--- config.mk ---
export PLATFORM = sky130hd
export DESIGN_NAME = data_mem_bridge
export DESIGN_NICKNAME = d
export VERILOG_FILES = /design/src/rtl/data_mem_bridge.sv
export SDC_FILE = /design/constraint.sdc
export NUM_CORES = 1
export LEC_CHECK = 0
export ABC_AREA = 1
export BUFFER_PORTS_ARGS = -buffer_cell sky130_fd_sc_hd__buf_4
export CELL_PAD_IN_SITES_DETAIL_PLACEMENT = 0
export CELL_PAD_IN_SITES_GLOBAL_PLACEMENT = 2
export CORE_AREA = 3 3 128 130
export CTS_CLUSTER_SIZE = 40
export DETAILED_ROUTE_END_ITERATION = 6
export DIE_AREA = 0 0 131 133
export GPL_TIMING_DRIVEN = 0
export PLACE_DENSITY = 0.8
export SETUP_SLACK_MARGIN = 0.4
export SYNTH_ARGS = -nofsm -noshare
export SYNTH_HDL_FRONTEND = slang
export SYNTH_SLANG_ARGS = --single-unit
--- constraint.sdc ---
create_clock -name clk -period 4.2 [get_ports clk]
set_input_delay 1.05 -clock clk [delete_from_list [all_inputs] [get_ports clk]]
set_output_delay 1.05 -clock clk [all_outputs]
set_load 0.01 [all_outputs]
--- src/rtl/data_mem_bridge.sv ---
// Memory-stage to bus bridge: captures one load/store, runs a valid/ready
// request, waits for a single response, then releases the pipeline.
module data_mem_bridge #(
    parameter int XLEN = 32
) (
    input  logic              clk,
    input  logic              reset,
    input  logic              MemEn,
    input  logic              MemWriteEn,
    input  logic [XLEN/8-1:0] MemWriteByteEn,
    input  logic [XLEN-1:0]   MemAdr,
    input  logic [XLEN-1:0]   MemWriteData,
    output logic [XLEN-1:0]   MemReadData,
    output logic              MemStall,
    output logic              MemFault,
    output logic              BusReqValid,
    input  logic              BusReqReady,
    output logic              BusWrite,
    output logic [XLEN-1:0]   BusAdr,
    output logic [XLEN-1:0]   BusWdata,
    output logic [XLEN/8-1:0] BusByteEn,
    input  logic              BusRspValid,
    input  logic [XLEN-1:0]   BusRspData,
    input  logic              BusRspErr
);

    localparam int NB  = XLEN / 8;
    localparam int OFS = $clog2(NB);
    localparam logic [XLEN-1:0] ADR_MASK = {{(XLEN-OFS){1'b1}}, {OFS{1'b0}}};

    typedef enum logic [1:0] {IDLE, REQ, RSP, DONE} state_t;

    typedef struct packed {
        logic            write;
        logic [XLEN-1:0] adr;
        logic [XLEN-1:0] wdata;
        logic [NB-1:0]   byte_en;
    } bus_req_t;

    state_t          state_q, state_d;
    bus_req_t        req_q, req_d;
    logic            capture, rsp_take;
    logic [NB-1:0]   byte_en_d;
    logic [XLEN-1:0] rdata_q;
    logic            fault_q;

    // Loads always fetch the full word; stores use the requested lanes.
    for (genvar i = 0; i < NB; i++) begin : g_lane
        assign byte_en_d[i] = ~MemWriteEn | MemWriteByteEn[i];
    end

    always_comb begin
        req_d.write   = MemWriteEn;
        req_d.adr     = MemAdr & ADR_MASK;
        req_d.wdata   = MemWriteData;
        req_d.byte_en = byte_en_d;
    end

    always_ff @(posedge clk) begin
        if (reset) state_q <= IDLE;
        else       state_q <= state_d;
    end

    always_comb begin
        state_d     = state_q;
        capture     = 1'b0;
        rsp_take    = 1'b0;
        BusReqValid = 1'b0;
        MemStall    = 1'b0;
        MemFault    = 1'b0;
        case (state_q)
            IDLE: begin
                MemStall = MemEn;
                if (MemEn) begin
                    capture = 1'b1;
                    state_d = REQ;
                end
            end
            REQ: begin
                BusReqValid = 1'b1;
                MemStall    = 1'b1;
                if (BusReqReady) state_d = RSP;
            end
            RSP: begin
                MemStall = 1'b1;
                if (BusRspValid) begin
                    rsp_take = 1'b1;
                    state_d  = DONE;
                end
            end
            DONE: begin
                // MemEn here still belongs to the finishing instruction.
                MemFault = fault_q;
                state_d  = IDLE;
            end
            default: state_d = IDLE;
        endcase
    end

    always_ff @(posedge clk) begin
        if (reset) begin
            req_q   <= '0;
            rdata_q <= '0;
            fault_q <= 1'b0;
        end else begin
            if (capture) req_q <= req_d;
            if (rsp_take) begin
                rdata_q <= BusRspErr ? '0 : BusRspData;
                fault_q <= BusRspErr;
            end
        end
    end

    assign BusWrite    = req_q.write;
    assign BusAdr      = req_q.adr;
    assign BusWdata    = req_q.wdata;
    assign BusByteEn   = req_q.byte_en;
    assign MemReadData = rdata_q;

endmodule
==> flow_summary.ini <==
[outcome]
status = completed

[clock_tree]
cts_tree = done
cts-root-buf = clkbuf_16
insertion_delay_ns = 0.34
numCtsBuffers = 9
post_cts_buffers = 0
clkTransAtPathRegs_ns = 0.07
cts_resized = 0
cts_sinks = 102
ctsHoldBuffers = 0
clockBufferDepth = 2
htree_levels = 3

[synthesis]
syn_area_sq_mm = 0.00395
netlist.area_leader.share = 0.517
async_flop_share = 0
synth_cells = 436
synth.distinct_cells = 27
ys_seq_elements = 102
ys_seq_area_frac = 0.517
syn_avg_cell_area_sq_um = 9.06
synth_edf_count = 0
synth_ff_type = dfxtp_1
synth_area_leaders = dfxtp_1 52%, nor2_1 13%, a22oi_2 9.2%
yosysMostFrequentCell = nor2_1
yosys_warnings = 0
synth_common_cells = 141 x nor2_1, 102 x dfxtp_1, 65 x o21ai_0, 29 x a22oi_2, 29 x nor2_2
synth_top_area_cell = dfxtp_1

[power]
pwr-share-clk = 0.271
p_sw_uw = 1100
seqPwrFrac = 0.383
combPwrFrac = 0.346
switching_share = 0.328
ir_worst_vdd_v = 0.000239
intPower_uw = 2270
fin_total_pwr_uw = 3370
p_leak_uw = 0.00276
power.density_mw_per_mm2 = 554

[global_route]
grt_antenna_before_repair = 0
grt_pass1_wl_um = 18300
grt_max_degree = 17
grt_pass1_vias = 3578
overflow = 0
track_usage = 0.133

[floorplanning]
die-area_sq_mm = 0.0174
die_w_um = 131
initial_core_util = 0.259
die_h_um = 133
io_pins = 211
core_sq_mm = 0.0153
core.rowCount = 45

[critical_path]
crit_fanout = 10
crit_type = in -> out
worstSetupEndpointType = output port
r2r_cells = 6
cp.arrival_ns = 2.03
cp-start-kind = primary input
crit_required_ns = 3.15

[job]
cap_violations = 0

[min_path]
hold_path_class = reg -> reg
hold_depth = 2

[drt]
wl_um = 12000
avgViaCountPerCell = 4.21
ant_nets = 0
routedWlPerCell_um = 13.8
vias = 3661
drcViolationCount = 0
drtIter0Drc = 91
drt_pre_antenna_iters = 4

[sta]
finalCriticalPeriod_ns = 3.08
hold_viol_final = 0
fin_worst_hold_slack_ns = 0.476
period_share = 0.734
timing.final.max_slew_violations = 0
rsz0062_at_grt = false
finalSetupTns_ns = 0
setup_viol = 0
skew_ns = 0.00598
max_clock_freq_ghz = 0.325

[finish]
drive_gt1_frac = 0.468
stdcell_count = 869
syn2layout_area_growth_pct = 54.0
insertedDiodeCount = 0
fill_cells = 1598
fin_nets = 767

[placed_design]
portBuffers = 205
place_hpwl_um = 9460
place.gp.congestion = 0.751
dpl.cell_count = 853
[final timing paths]
check	start	end	slack (ns)
max	MemEn	MemStall	1.12
min	BusWrite$_SDFFE_PP0P_	BusWrite$_SDFFE_PP0P_	0.48
max reg2reg	state_q[1]$_SDFFE_PP0P_	BusWdata[1]$_SDFFE_PP0P_	2.50
min reg2reg	BusWrite$_SDFFE_PP0P_	BusWrite$_SDFFE_PP0P_	0.48
[cell usage in the layout (no fill, tap or decap), drive strengths merged]
| cell | synthesis | layout |
|---|---|---|
| or2 | 1 | 1 |
| clkinv | 1 | 4 |
| ha | 7 | 7 |
| buf | 19 | 224 |
| a22oi | 32 | 32 |
| nor3 | 1 | 1 |
| dfxtp | 102 | 102 |
| nand3 | 1 | 1 |
| nor2 | 171 | 171 |
| o21ai | 66 | 66 |
| a21oi | 2 | 2 |
| inv | 7 | 7 |
| conb | 1 | 2 |
| clkbuf | 13 | 24 |
| bufinv | 0 | 2 |
| nand2 | 12 | 12 |
[layer usage]
| metal | part of all wire | up-vias | global-route usage |
|---|---|---|---|
| met5 | 0 | - | 0 |
| met4 | 0.022 | 0 | 0.0537 |
| met3 | 0.13 | 17 | 0.0690 |
| met2 | 0.44 | 158 | 0.209 |
| met1 | 0.41 | 1631 | 0.152 |
| li1 | - | 1855 | - |
[through the flow]
stage / cell area, sq um / worst slack, ns / utilization
after floorplan: 3960 / 1.48 / -
after global placement: 5760 / 1.09 / 0.377
after detailed placement: 5760 / 1.08 / 0.377
after CTS: 6080 / 1.07 / 0.399
after global routing: 6080 / 0.967 / 0.399
final: 6080 / 1.12 / 0.399
[worst max-delay path, cell delays in order]
cell	delay, ns
buf_4	0.12
nand2_2	0.19
inv_2	0.10
buf_6	0.16
buf_6	0.14
nor2_1	0.08
nor2_1	0.04
buf_4	0.14
[registers in the layout, indices dropped and copies added (netlist names)]
register	flops
BusByteEn	4
MemReadData	32
fault_q	1
BusWdata	32
state_q	2
BusWrite	1
BusAdr	30
[power groups by stage]
| stage | Clock, uW | Combinational, uW | Sequential, uW |
|---|---|---|---|
| detailed placement | 0 | 1200 | 1310 |
| global route | 986 | 1310 | 1320 |
| global placement | 0 | 1180 | 1300 |
| floorplan | 0 | 543 | 1390 |
| CTS | 954 | 1200 | 1290 |
| finish | 914 | 1160 | 1290 |
[area by class of cell]
class	instances	area [sq um]	area share
Clock buffer	11	243	0.0399
Tap cell	211	264	0.0434
Buffer	32	256	0.0422
Timing Repair Buffer	205	1540	0.253
Sequential cell	102	2040	0.336
Multi-Input combinational cell	295	1630	0.267
Inverter	8	31.3	0.00514
Clock inverter	5	82.6	0.0136
[logic make-up after synthesis]
group | Yosys count | synth area share
AOI/OAI and AO/OA | 100 | 0.184
adders and majority gates | 7 | 0.0222
buffers and inverters | 40 | 0.0728
DFF | 102 | 0.517
other | 1 | 0.000949
and+or+nand+nor | 186 | 0.204
Note: power is estimated with default switching activity, not from simulation.
